File: config.mk
export PLATFORM = sky130hd
export DESIGN_NAME = trig_hit_packer_flat
export DESIGN_NICKNAME = d
export VERILOG_FILES = /design/src/rtl/trig_hit_packer_if.sv /design/src/rtl/trig_hit_packer.sv /design/src/flat_wrapper.sv
export SDC_FILE = /design/constraint.sdc
export NUM_CORES = 1
export LEC_CHECK = 0
export CAP_MARGIN = 40
export CORE_MARGIN = 3
export CORE_UTILIZATION = 35
export DETAILED_ROUTE_END_ITERATION = 8
export PLACE_DENSITY = 0.8
export SYNTH_ARGS = -nofsm -noshare
export SYNTH_HDL_FRONTEND = slang
export SYNTH_SLANG_ARGS = --single-unit
File: constraint.sdc
create_clock -name clk -period 2.1 [get_ports clk]
set_input_delay 0.42 -clock clk [delete_from_list [all_inputs] [get_ports clk]]
set_output_delay 0.42 -clock clk [all_outputs]
set_load 0.05 [all_outputs]
File: src/rtl/trig_hit_packer_if.sv
// trig_hit_packer_if: column trigger-hit bus in, formatted trigger word out.
interface trig_hit_packer_if #(
    parameter int unsigned NCOL = 16
);
    logic [8*NCOL-1:0] trigHitsIn;
    logic [7:0]        trigData;
    logic              trigIsSync;
    logic [11:0]       bcCnt;

    // Column trigger stage / serializer side
    modport master (
        output trigHitsIn,
        input  trigData,
        input  trigIsSync,
        input  bcCnt
    );

    // Packer side
    modport slave (
        input  trigHitsIn,
        output trigData,
        output trigIsSync,
        output bcCnt
    );
endinterface

File: src/rtl/trig_hit_packer.sv
// trig_hit_packer: ORs each trigger-hit line across all columns, reduces the
// result to a 0/1/2/4/8-bit trigger word per BC and inserts link alignment
// words (after reset, on syncReq, and at one programmable BC per orbit).
// Optional feature macro: TRIG_HIT_COUNT_EN (adds hitCntClr/hitCnt hit-word counter).
module trig_hit_packer #(
    parameter int unsigned NCOL        = 16,
    parameter int unsigned ORBIT_LEN   = 3564,
    parameter int unsigned SYNC_CYCLES = 32,
    parameter logic [7:0]  SYNC_WORD   = 8'h5C
) (
    input  logic              clk,
    input  logic              reset,
    trig_hit_packer_if.slave  bus,
    input  logic [2:0]        trigDataSize,
    input  logic [11:0]       emptySlotBC,
    input  logic              bcr,
    input  logic              syncReq
`ifdef TRIG_HIT_COUNT_EN
    ,
    input  logic              hitCntClr,
    output logic [15:0]       hitCnt
`endif
);
    localparam int unsigned BC_W = 12;
    localparam int unsigned SC_W = $clog2(SYNC_CYCLES + 1);

    typedef enum logic {ST_SYNC, ST_RUN} state_t;

    state_t          state_q, state_d;
    logic [SC_W-1:0] sync_cnt_q, sync_cnt_d;
    logic [7:0]      lines_d, lines_q;
    logic [BC_W-1:0] bc_d, bc_q;
    logic [BC_W-1:0] bc_s1_q, bc_out_q;
    logic [7:0]      data_word;
    logic [7:0]      trig_data_d, trig_data_q;
    logic            is_sync_d, is_sync_q;
    logic            empty_slot;

    // OR each of the 8 trigger lines across all columns
    always_comb begin
        lines_d = '0;
        for (int c = 0; c < NCOL; c++) begin
            lines_d = lines_d | bus.trigHitsIn[8*c +: 8];
        end
    end

    // BC counter: free-running with orbit wrap; bcr overrides the wrap
    always_comb begin
        bc_d = bc_q + BC_W'(1);
        if (bcr || bc_q == BC_W'(ORBIT_LEN - 1)) begin
            bc_d = '0;
        end
    end

    // Reduce the stage-1 lines to the configured trigger word width
    always_comb begin
        data_word = '0;
        case (trigDataSize)
            3'd1:    data_word = {7'b0, |lines_q};
            3'd2:    data_word = {6'b0, |lines_q[7:4], |lines_q[3:0]};
            3'd3:    data_word = {4'b0, lines_q[7] | lines_q[6], lines_q[5] | lines_q[4],
                                  lines_q[3] | lines_q[2], lines_q[1] | lines_q[0]};
            3'd4:    data_word = lines_q;
            default: data_word = '0;
        endcase
    end

    // The word being formatted carries the BC tag held in bc_s1_q
    assign empty_slot = (bc_s1_q == emptySlotBC);

    // Next-state and stage-2 word selection (sync words vs. data words)
    always_comb begin
        state_d     = state_q;
        sync_cnt_d  = sync_cnt_q;
        trig_data_d = data_word;
        is_sync_d   = 1'b0;
        if (state_q == ST_SYNC) begin
            trig_data_d = SYNC_WORD;
            is_sync_d   = 1'b1;
            if (sync_cnt_q == SC_W'(SYNC_CYCLES - 1)) begin
                state_d    = ST_RUN;
                sync_cnt_d = '0;
            end else begin
                sync_cnt_d = sync_cnt_q + SC_W'(1);
            end
        end else if (empty_slot) begin
            trig_data_d = SYNC_WORD;
            is_sync_d   = 1'b1;
        end
        if (syncReq) begin
            state_d    = ST_SYNC;
            sync_cnt_d = '0;
        end
    end

    // FSM state register
    always_ff @(posedge clk or posedge reset) begin
        if (reset) begin
            state_q    <= ST_SYNC;
            sync_cnt_q <= '0;
        end else begin
            state_q    <= state_d;
            sync_cnt_q <= sync_cnt_d;
        end
    end

    // Two-stage datapath; the BC tag travels alongside the data
    always_ff @(posedge clk or posedge reset) begin
        if (reset) begin
            lines_q     <= '0;
            bc_q        <= '0;
            bc_s1_q     <= '0;
            bc_out_q    <= '0;
            trig_data_q <= '0;
            is_sync_q   <= 1'b0;
        end else begin
            lines_q     <= lines_d;
            bc_q        <= bc_d;
            bc_s1_q     <= bc_q;
            bc_out_q    <= bc_s1_q;
            trig_data_q <= trig_data_d;
            is_sync_q   <= is_sync_d;
        end
    end

    assign bus.trigData   = trig_data_q;
    assign bus.trigIsSync = is_sync_q;
    assign bus.bcCnt      = bc_out_q;

`ifdef TRIG_HIT_COUNT_EN
    logic [15:0] hit_cnt_d, hit_cnt_q;

    // Count RUN data words with any line set; saturating, clear has priority
    always_comb begin
        hit_cnt_d = hit_cnt_q;
        if (hitCntClr) begin
            hit_cnt_d = '0;
        end else if (state_q == ST_RUN && !empty_slot && (|lines_q) && hit_cnt_q != 16'hFFFF) begin
            hit_cnt_d = hit_cnt_q + 16'(1);
        end
    end

    // Hit counter register
    always_ff @(posedge clk or posedge reset) begin
        if (reset) begin
            hit_cnt_q <= '0;
        end else begin
            hit_cnt_q <= hit_cnt_d;
        end
    end

    assign hitCnt = hit_cnt_q;
`endif
endmodule

File: src/flat_wrapper.sv
// flat-port wrapper written by rule: the top's interface ports become plain ports
module trig_hit_packer_flat 
#(
    parameter int unsigned NCOL        = 16,
    parameter int unsigned ORBIT_LEN   = 3564,
    parameter int unsigned SYNC_CYCLES = 32,
    parameter logic [7:0]  SYNC_WORD   = 8'h5C
)
  (clk, reset, trigDataSize, emptySlotBC, bcr, syncReq, bus_trigHitsIn, bus_trigData, bus_trigIsSync, bus_bcCnt);
  trig_hit_packer_if #(.NCOL(NCOL)) bus_i ();
  input  logic clk;
  input  logic reset;
  input  logic [2:0] trigDataSize;
  input  logic [11:0] emptySlotBC;
  input  logic bcr;
  input  logic syncReq;
  input wire logic [$bits(bus_i.trigHitsIn)-1:0] bus_trigHitsIn;
  output wire logic [$bits(bus_i.trigData)-1:0] bus_trigData;
  output wire logic [$bits(bus_i.trigIsSync)-1:0] bus_trigIsSync;
  output wire logic [$bits(bus_i.bcCnt)-1:0] bus_bcCnt;
  assign bus_i.trigHitsIn = bus_trigHitsIn;
  assign bus_trigData = bus_i.trigData;
  assign bus_trigIsSync = bus_i.trigIsSync;
  assign bus_bcCnt = bus_i.bcCnt;
  trig_hit_packer #(.NCOL(NCOL), .ORBIT_LEN(ORBIT_LEN), .SYNC_CYCLES(SYNC_CYCLES), .SYNC_WORD(SYNC_WORD)) u_core (.clk(clk), .reset(reset), .bus(bus_i), .trigDataSize(trigDataSize), .emptySlotBC(emptySlotBC), .bcr(bcr), .syncReq(syncReq));
endmodule
Word level (Yosys, flattened, before mapping). Cells that the tools add are included.

Output and inout bits: 21. Word-level logic and storage cells: 53. Flip-flop bits (word level): 60.

Add/subtract/negate cells: 2. Bitwise logic cells: 19. Muxes and demuxes: 12. Reduce and logical (&&, ||, !) cells: 4. Eq/ne operators: 8.

Operators with widths (number): $or 8x8->8 (15); $pmux 8 s4 (1); $mux 6 (3); $mux 8 (2); $add 12x1->12 const B (1); $eq 12x12->1 (1); $eq 12x12->1 const B (1); $mux 12 (1); $reduce_or 4->1 (2); $reduce_or 8->1 (1); $add 6x1->6 const B (1); $eq 3x2->1 const B (2); $eq 6x5->1 const B (1); $mux 1 (5); $or 1x1->1 (4); $eq 3x1->1 const B (1); $eq 3x3->1 const B (1); $ne 2x2->1 const B (1); $logic_or 1x1->1 (1).

Logic depth before layout (Yosys ltp). Gate-level depths: netlist of run 1.

Depth after elaboration: 15. Depth in mapped cells: 5. Mapped depth without buffers: 5.

Worst setup path after synthesis of run 1. Ideal clock, no wire load.

Path type: reg2reg. From: register u_core.bc_q[0]. To: register u_core.bc_q[10]. Setup time: 0.071 ns. Slack: 0.767 ns. Buffers on the path: 1. Required time: 2.029 ns. Arrival time: 1.262 ns. Period minus slack after synthesis: 1.333 ns. Stages on the path, launching flop included: 6. Cells stage by stage: dfrtp_1 -> ha_1 -> nor4b_1 -> a31o_2 -> buf_4 -> nor2_1.

Longest elaborated chain between the ends: 3. Elaborated cells between the ends (all ways): 4. Those cells by class: add/sub: 1; eq/ne: 1; mux: 1; reduce/logical: 1.

RTL lines: start: declaration (line trig_hit_packer.sv:32) `logic [BC_W-1:0] bc_d, bc_q;`; start signal: assignment (line trig_hit_packer.sv:111) `bc_q <= '0;`; start signal: assignment (line trig_hit_packer.sv:118) `bc_q <= bc_d;`; parallel branches: the longest is 2 deep, another holds $add 12x1->12; $mux 12 (*) (line trig_hit_packer.sv:50) `if (bcr || bc_q == BC_W'(ORBIT_LEN - 1)) begin`; named net u_core.bc_d[10] (line trig_hit_packer.sv:32).

Mark *: on every way through the listed nets, which the timed path passes. A chain may end at the register's enable or synchronous reset.

Worst setup path in the final report of run 1.
From: register u_core.trig_data_q[0] (netlist: u_core.bus.trigData[0]). To: output port bus_trigData[0].

RTL lines: start: declaration (line trig_hit_packer.sv:35) `logic [7:0] trig_data_d, trig_data_q;`; start signal: assignment (line trig_hit_packer.sv:121) `trig_data_q <= trig_data_d;`; end: declaration (line flat_wrapper.sv:18) `output wire logic [$bits(bus_i.trigData)-1:0] bus_trigData;`.

No word-level cell between the ends.

==> results.yml, run 1 <==
sta:
  setup_repair_after_global_routing_missed_its_margin: "false"
  final_min_period_over_clock_period: 0.914
  max_slew.worst_pin.slew_ps: 523
  timing.final.crit_period_ps: 1920
  slew_headroom: 0.651
  finalSetupViolations: 0
  tns_ps: 0
  final-hold-violation-count: 0
  timing.clock.skew_ps: 8.48
  timing.hold.ws_ps: 310
  max_freq_mhz: 521
  final_max_slew_viol_count: 0
status:
  status: "finished, final reports clean"
setup_path:
  required_time_of_the_critical_path_ps: 1680
  slowest_delay_ps: 820
  path_cells: "clkdlybuf4s50_1"
  endpoint_of_the_worst_register_to_register_path: "u_core.bc_q[6]"
  worstSetupEndpointType: "primary output"
  critPathLaunchType: "flip-flop"
  worstReg2RegStart: "u_core.bc_q[0]"
  critical_path_buf_inv_count: 1
  critPathCapture: "bus_trigData[0]"
  timing.critical_path.fanout_max: 1
  timing.reg2reg.setup_slack_ps: 560
  crit_slowest_cell: "clkdlybuf4s50_1"
  worstRegToRegCells: 4
  timing.critical_path.max_delay_family: "buffers and inverters"
  crit_path_depth: 1
  worst-endpoint-arrival_ps: 1500
  crit_start: "u_core.bus.trigData[0]"
  crit_type: "flip-flop to primary output"
yosys:
  netlist.top_cell.by_area: "dfrtp_1"
  syn-num-nets: 365
  synthDominantCellAreaShare: 0.605
  mappedNetlistArea_sq_um: 2480
  synth.top_cells.by_count: "60 x dfrtp_1, 34 x nor4_1, 24 x nor2_1"
  postSynth.asyncResetShare: 1.00
  synth-main-ff-cell: "dfrtp_1"
  synth_cells: 216
  post_synth.cell_area_avg_sq_um: 11.5
  yosys_register_bits: 60
  synth.most_common_cell: "dfrtp_1"
  yosysUniqueCellTypes: 30
  yosys-top-cells-area: "dfrtp_1 60%, nor4_1 8.6%, xnor2_1 8.1%, nor2_1 3.6%, nand4_1 3.0%"
  synth-edff-count: 0
  ys_seq_area_frac: 0.605
  synth_warnings: 0
cts:
  clock_latency_ps: 330
  clock_tree.buffer_depth: 2
  cts_tree: "yes"
  htreeDepth: 3
  clk_pin_slew_ps: 70
  cts_buf_count: 9
  cts_resized: 0
  post_cts_buffers: 0
  clock-sinks: 60
  cts_root_buffer: "clkbuf_8"
  postCtsHoldBufs: 0
detailed_routing:
  initialDrtViolationCount: 131
  wl_per_cell_microns: 16.1
  route.detailed.vias_per_inst: 4.93
  topRoutingLayerUsed: "met4"
  detailedRoute.firstPassIterationCount: 4
  via_count: 2439
  route.met2.wl_mm: 4.20
  detail_route.wirelength.met1_mm: 3.19
  drtAntennaViolNets: 0
  post-route-drc-count: 0
  detailroute.wirelength.met3_microns: 440
  route.final.wire_length_mm: 7.99
flow_run:
  timing.max_cap.violations: 0
layout:
  post_route_cells_drive_above_1_share: 0.0652
  antennaDiodeCount: 0
  finish.net_count: 543
  final_util: 0.665
  layout.filler_cells: 539
  instances_no_fill: 495
  area_growth_pct: 83.0
hold_path:
  type_of_the_tightest_min_delay_check: "input port to async pin"
floorplanning:
  die_w_microns: 90.2
  num_io_pins: 168
  die_height_microns: 90.2
  fp.dieArea_sq_um: 8140
  floorplan.initialDensity: 0.364
  num_rows: 30
  core_area_sq_um: 6830
power:
  pwr_density_cell_nw_per_um2: 631
  power.ir.vdd_worst_mv: 0.414
  total_leakage_power_nw: 1.73
place:
  quantity_of_i_o_buffers_inserted_on_ports: 167
  finalWeightedCongestion: 0.869
  placed_instances: 479
  dp_hpwl_mm: 6.61
global_routing:
  first_global_vias: 2619
  globalRouteTotalUtil: 0.196
  grt-ovfl-total: 0
  grt_max_degree: 30
  antenna_found_initial: 0
  grt_first_pass_wirelength_mm: 12.6
-- worst min path at each step --
stage                                  end  slack [ps]  cells past startpoint
floorplan              u_core.bus.bcCnt[0]         370                      0
global placement       u_core.bus.bcCnt[2]         380                      0
detailed placement     u_core.bus.bcCnt[9]         380                      0
CTS                   u_core.sync_cnt_q[5]         300                      2
global route          u_core.sync_cnt_q[5]         320                      2
finish              u_core.bus.trigData[7]         310                      2
-- cell type report --
type	instances	area, sq um	share of cell area
clock inverters	6	111	0.0245
well taps	96	120	0.0264
inverters	6	22.5	0.00496
repair buffers	170	1710	0.376
clock buffers	10	138	0.0303
multi-input cells	147	945	0.208
flip-flops and latches	60	1500	0.330
-- where the power goes --
group          total (mW)  leakage [nW]  internal, mW  switching (mW)
Clock                1.26         0.122         0.820           0.442
Combinational       0.414         0.843         0.288           0.126
Sequential           1.19         0.760          1.17          0.0170
-- kinds of logic after synthesis --
logic type	Yosys count	share of synthesized area
mux	2	0.00806
fa+ha+maj	2	0.0101
buf+inv	9	0.0151
compound gates	17	0.0519
simple gates	101	0.222
flops	60	0.605
xor+xnor	25	0.0882
-- state kept, by name (all words and copies together) (netlist names) --
signal                 count
u_core.sync_cnt_q          6
u_core.bc_q               12
u_core.bus.bcCnt          12
u_core.bc_s1_q            12
u_core.lines_q             8
u_core.bus.trigData        8
u_core.state_q             1
u_core.bus.trigIsSync      1
-- layer usage --
| metal | track usage | up-vias |
|---|---|---|
| met2 | 0.347 | 97 |
| met1 | 0.232 | 1177 |
| met4 | 0.0804 | 0 |
| li1 | - | 1152 |
| met5 | 0 | - |
| met3 | 0.0418 | 13 |
-- layout by cell type, fill, tap and decap left out --
| cell | netlist | routed |
|---|---|---|
| dfrtp_1 | 60 | 60 |
| nor3_1 | 5 | 5 |
| a21o_2 | 2 | 2 |
| a31oi_1 | 1 | 1 |
| or3_1 | 1 | 1 |
| a21oi_1 | 3 | 3 |
| nand4_1 | 12 | 12 |
| o31a_1 | 1 | 1 |
| o211ai_1 | 2 | 2 |
| inv_2 | 0 | 1 |
| a311oi_1 | 1 | 1 |
| nor4_1 | 34 | 34 |
| clkbuf_8 | 0 | 10 |
| buf_12 | 0 | 1 |
| clkinv_2 | 0 | 1 |
| nor2b_1 | 2 | 2 |
| nor4b_1 | 1 | 1 |
| a22oi_1 | 1 | 1 |
| clkdlybuf4s50_1 | 0 | 167 |
| nor2_1 | 24 | 24 |
| nand3b_1 | 3 | 3 |
| o21ai_0 | 4 | 4 |
| inv_1 | 6 | 5 |
| clkinv_4 | 0 | 1 |
| o31ai_4 | 1 | 1 |
| xor2_1 | 2 | 2 |
| xnor2_1 | 23 | 23 |
| nor4_2 | 1 | 1 |
| clkinvlp_4 | 0 | 1 |
| nand3_1 | 8 | 8 |
| buf_4 | 1 | 2 |
| nor3b_2 | 1 | 1 |
| nand2_1 | 9 | 9 |
| bufinv_16 | 0 | 3 |
| ha_1 | 2 | 2 |
| a31o_2 | 1 | 1 |
| mux2i_1 | 2 | 2 |
-- per-stage QoR --
step | power [mW] | cell area [sq um] | setup WS (ps)
after floorplan | 1.31 | 2480 | 195
after global placement | 1.62 | 4300 | 198
after detailed placement | 1.63 | 4300 | 141
after CTS | 2.88 | 4540 | 162
after global routing | 2.96 | 4540 | 147
final | 2.87 | 4540 | 180
Note: power is estimated with default switching activity, not from simulation.
==> inputs of run 2 (changes only) <==
--- a/config.mk
+++ b/config.mk
@@ -6,7 +6,7 @@
 export NUM_CORES = 1
 export LEC_CHECK = 0
 export CAP_MARGIN = 40
-export CORE_MARGIN = 3
+export CORE_MARGIN = 1.5
 export CORE_UTILIZATION = 35
 export DETAILED_ROUTE_END_ITERATION = 8
 export PLACE_DENSITY = 0.8
==> run 2 against run 1 <==
Setup slack improved by 25 ps. Sequential share of layout area rose by 0.56 points. Utilization fell by 1.1 points. Clock-buffer cell count rose by 4. First-iteration DRC count fell by 29%. Wire length fell by 5.8%. Flip-flop and latch count did not move. Critical path depth did not move. Hold slack improved by 83 ps. Largest cell class unchanged.
==> results.yml, run 2 (synthesis gave the netlist of run 1 again) <==
detailed_routing:
  route.final.wire_length_mm: 7.53
  detailedRoute.firstPassIterationCount: 5
  route.detailed.vias_per_inst: 4.87
  post-route-drc-count: 0
  via_count: 2398
  initialDrtViolationCount: 93
  wl_per_cell_microns: 15.3
  drtAntennaViolNets: 0
layout:
  layout.cell_area.non_filler_sq_um: 4470
  antennaDiodeCount: 0
  most_frequent_cells_in_the_layout: "167 x clkdlybuf4s50_1, 60 x dfrtp_1, 34 x nor4_1"
  instances_no_fill: 492
  final_common_cell: "clkdlybuf4s50_1"
  post_route_cells_drive_above_1_share: 0.0556
  area_growth_pct: 79.9
  final_util: 0.654
  finish.net_count: 541
power:
  power.share.sequential: 0.468
  total_leakage_power_nw: 1.69
  fin_total_pwr_mw: 2.55
  cellInternalPower_mw: 2.01
  pwr-share-comb: 0.162
  power.ir.vdd_worst_mv: 0.228
  power.share.clock: 0.370
  pwr_density_cell_nw_per_um2: 570
  switching_share_of_power: 0.211
  power.switching_mw: 0.538
sta:
  timing.hold.ws_ps: 392
  finalSetupViolations: 0
  timing.clock.skew_ps: 5.38
  slew_headroom: 0.639
  timing.final.crit_period_ps: 1890
  setup_repair_after_global_routing_missed_its_margin: "false"
  final_min_period_over_clock_period: 0.902
  finalWorstSetupSlack_ps: 205
  final-hold-violation-count: 0
  tns_ps: 0
  max_slew.worst_pin.slew_ps: 540
  final_max_slew_viol_count: 0
  max_freq_mhz: 528
global_routing:
  grt_max_degree: 44
  grt_first_pass_wirelength_mm: 12.0
  antenna_found_initial: 0
  grt-ovfl-total: 0
  globalRouteTotalUtil: 0.215
  first_global_vias: 2479
setup_path:
  timing.critical_path.fanout_max: 1
  worstSetupEndpointType: "primary output"
  slowest_delay_ps: 830
  required_time_of_the_critical_path_ps: 1680
  crit_slowest_cell: "clkdlybuf4s50_1"
  crit_type: "flip-flop to primary output"
  critical_path_buf_inv_count: 1
  path_cells: "clkdlybuf4s50_1"
  critPathLaunchType: "flip-flop"
  timing.critical_path.max_delay_family: "buffers and inverters"
  worst-endpoint-arrival_ps: 1470
floorplanning:
  num_io_pins: 168
  num_rows: 30
  die_height_microns: 87.2
  fp.dieArea_sq_um: 7610
  core_area_sq_um: 6830
  floorplan.initialDensity: 0.364
  die_w_microns: 87.2
cts:
  postCtsHoldBufs: 0
  post_cts_buffers: 0
  clk_pin_slew_ps: 60
  cts_tree: "yes"
  cts_resized: 0
  clock_latency_ps: 330
  cts_buf_count: 9
  cts_root_buffer: "clkbuf_8"
  htreeDepth: 3
  clock_tree.buffer_depth: 2
  clock-sinks: 60
hold_path:
  type_of_the_tightest_min_delay_check: "input port to async pin"
place:
  finalWeightedCongestion: 0.825
  dpl-instance-area_sq_um: 4280
  dp_hpwl_mm: 6.29
  quantity_of_i_o_buffers_inserted_on_ports: 167
  placed_instances: 477
  dp_worst_setup_slack_ps: 169
flow_run:
  timing.max_cap.violations: 0
status:
  status: "finished, final reports clean"
==> run 2: cell types whose count changed in the layout (fill, tap and decap cells not counted) <==
cell / previous run / this run
bufinv_16: 3 / 0
buf_4: 2 / 0
clkinvlp_4: 1 / 0
clkbuf_8: 10 / 13
clkinv_4: 1 / 0
clkbuf_1: 0 / 1
==> run 2: routing by layer <==
layer	part of all wire	global-route usage
met1	0.41	0.269
met5	0	0
met4	0.035	0.120
met2	0.49	0.343
met3	0.061	0.0493
==> run 2: final timing paths <==
kind	from	endpoint	slack, ps	cells after the start
max	u_core.bus.trigData[2]	bus_trigData[2]	210	1
max in group asynchronous	reset	u_core.sync_cnt_q[4]	1160	3
min reg2reg	u_core.bc_s1_q[2]	u_core.bus.bcCnt[2]	390	0
min	reset	u_core.bus.trigData[5]	390	2
min in group clk	u_core.bc_s1_q[2]	u_core.bus.bcCnt[2]	390	0
max reg2reg	u_core.bc_q[1]	u_core.bc_q[6]	560	4
==> run 2: layout make-up <==
class	instances	area, sq um
sequential	60	1500
timing repair buffer	168	1690
multi-input combinational	147	945
fill	544	2360
clock inverter	1	5.00
inverter	6	22.5
clock buffer	14	183
tap	96	120
==> run 2: power by group through the flow <==
stage               Clock [mW]  Sequential (mW)  Combinational [mW]
floorplan                    0             1.23              0.0808
global placement             0             1.21               0.405
detailed placement           0             1.21               0.413
CTS                      0.968             1.19               0.415
global route              1.03             1.19               0.443
finish                   0.943             1.19               0.413
==> inputs of run 3 (changes only) <==
--- a/config.mk
+++ b/config.mk
@@ -7,9 +7,9 @@
 export LEC_CHECK = 0
 export CAP_MARGIN = 40
 export CORE_MARGIN = 1.5
-export CORE_UTILIZATION = 35
+export CORE_UTILIZATION = 38
 export DETAILED_ROUTE_END_ITERATION = 8
-export PLACE_DENSITY = 0.8
+export PLACE_DENSITY = 0.86
 export SYNTH_ARGS = -nofsm -noshare
 export SYNTH_HDL_FRONTEND = slang
 export SYNTH_SLANG_ARGS = --single-unit
==> constraint.sdc (replaced) <==
create_clock -name clk -period 2.4 [get_ports clk]
set_input_delay 0.48 -clock clk [delete_from_list [all_inputs] [get_ports clk]]
set_output_delay 0.48 -clock clk [all_outputs]
set_load 0.05 [all_outputs]
==> run 3 against run 2 <==
Setup slack improved by 230 ps. Final cell count fell by 3.0%. First-iteration DRC count rose by 100%. Wire length rose by 4.8%. Total power fell by 9.5%. Utilization rose by 5.0 points. Sequential power fell by 13%. Combinational power fell by 12%. Clock power fell by 4.7%. Critical path type unchanged. Highest routed layer unchanged.
==> results.yml, run 3 (synthesis gave the netlist of run 1 again) <==
detailed_routing:
  route.detailed.vias_per_inst: 5.09
  drtAntennaViolNets: 0
  via_count: 2427
  route.final.wire_length_mm: 7.89
  wl_per_cell_microns: 16.5
  initialDrtViolationCount: 189
  detailedRoute.firstPassIterationCount: 4
  post-route-drc-count: 0
place:
  dp_hpwl_mm: 6.60
  placed_instances: 461
  finalWeightedCongestion: 0.847
  quantity_of_i_o_buffers_inserted_on_ports: 167
setup_path:
  critPathLaunchType: "flip-flop"
  crit_type: "flip-flop to primary output"
  timing.critical_path.fanout_max: 1
  worst-endpoint-arrival_ps: 1490
  path_cells: "clkdlybuf4s50_1"
  slowest_delay_ps: 830
  required_time_of_the_critical_path_ps: 1920
  timing.critical_path.max_delay_family: "buffers and inverters"
  critical_path_buf_inv_count: 1
  crit_slowest_cell: "clkdlybuf4s50_1"
  worstSetupEndpointType: "primary output"
layout:
  post_route_cells_drive_above_1_share: 0.0650
  area_growth_pct: 79.9
  layout.filler_cells: 472
  final_common_cell: "clkdlybuf4s50_1"
  instances_no_fill: 477
  antennaDiodeCount: 0
  most_frequent_cells_in_the_layout: "167 x clkdlybuf4s50_1, 60 x dfrtp_1, 34 x nor4_1"
  finish.net_count: 544
global_routing:
  most_used_layer_global_route: "met2"
  globalRouteTotalUtil: 0.241
  grt-ovfl-total: 0
  grt_first_pass_wirelength_mm: 12.8
  antenna_found_initial: 0
  global_route.usage.met3: 0.0485
  use_met2: 0.407
  first_global_vias: 2513
  grt_use_met1: 0.293
  grt_max_degree: 31
sta:
  tns_ps: 0
  max_slew.worst_pin.slew_ps: 587
  final-hold-violation-count: 0
  final_min_period_over_clock_period: 0.821
  timing.clock.skew_ps: 6.35
  max_freq_mhz: 508
  finalSetupViolations: 0
  timing.final.crit_period_ps: 1970
  final_max_slew_viol_count: 0
  slew_headroom: 0.608
  setup_repair_after_global_routing_missed_its_margin: "false"
power:
  power.share.clock: 0.390
  total_leakage_power_nw: 1.71
  power.ir.vdd_worst_mv: 0.484
  power.switching_mw: 0.494
  pwr-share-comb: 0.157
  cellInternalPower_mw: 1.81
  switching_share_of_power: 0.214
  power.share.sequential: 0.453
  fin_total_pwr_mw: 2.31
  pwr_density_cell_nw_per_um2: 516
cts:
  htreeDepth: 3
  cts_root_buffer: "clkbuf_8"
  clock-sinks: 60
  cts_tree: "yes"
  post_cts_buffers: 0
  clock_tree.buffer_depth: 2
  clk_pin_slew_ps: 60
  clock_latency_ps: 330
  cts_buf_count: 9
  cts_resized: 0
  postCtsHoldBufs: 0
floorplanning:
  num_rows: 29
  num_io_pins: 168
  fp.dieArea_sq_um: 7030
  die_w_microns: 83.8
  die_height_microns: 83.8
  floorplan.initialDensity: 0.391
  core_area_sq_um: 6350
status:
  status: "finished, final reports clean"
flow_run:
  timing.max_cap.violations: 0
hold_path:
  type_of_the_tightest_min_delay_check: "flip-flop to flip-flop"
## run 3: changes by cell type in the layout (fill, tap and decap cells not counted), sizes merged
cell      delta
bufinv       +1
buf          +3
clkinvlp     +1
clkinv       +1
clkbuf       -2
## run 3: power groups by stage
stage,sequential (mW),combinational [mW],clock [mW]
CTS,1.04,0.364,0.914
floorplan,1.07,0.0707,0
detailed placement,1.06,0.361,0
global route,1.05,0.387,0.965
global placement,1.06,0.353,0
finish,1.04,0.363,0.899
## run 3: path summary, 6_finish.rpt
check	start	to	slack [ps]	cells past startpoint
worst max-delay path	u_core.bus.trigData[4]	bus_trigData[4]	430	1
worst min-delay path	u_core.bc_s1_q[7]	u_core.bus.bcCnt[7]	400	0
min in group asynchronous	reset	u_core.sync_cnt_q[2]	530	2
worst max register to register	u_core.bc_q[0]	u_core.bc_q[7]	890	4
worst min register to register	u_core.bc_s1_q[7]	u_core.bus.bcCnt[7]	400	0
max in group asynchronous	reset	u_core.bc_q[1]	1270	3
## run 3: area by class of cell
type,instances,area (sq um),share of cell area
Clock buffer,12,155,0.0347
Clock inverter,4,47.5,0.0106
Inverter,6,22.5,0.00504
Multi-Input combinational cell,147,945,0.211
Sequential cell,60,1500,0.336
Tap cell,77,96.3,0.0216
Timing Repair Buffer,171,1700,0.381
## run 3: layer usage
metal | vias to the layer above | routed length, microns
met5 | - | 0
met4 | 0 | 188
li1 | 1149 | -
met1 | 1119 | 3100
met3 | 14 | 541
met2 | 145 | 4060
## run 3: stage by stage
| stage | hold slack [ps] | util | instance area (sq um) | worst slack, ps |
|---|---|---|---|---|
| 2_1_floorplan | 373 | - | 2480 | 435 |
| 3_3_place_gp | 387 | 0.672 | 4270 | 457 |
| 3_5_place_dp | 389 | 0.672 | 4270 | 412 |
| 4_1_cts | 407 | 0.704 | 4470 | 414 |
| 5_1_grt | 411 | 0.704 | 4470 | 382 |
| 6_report | 397 | 0.704 | 4470 | 430 |
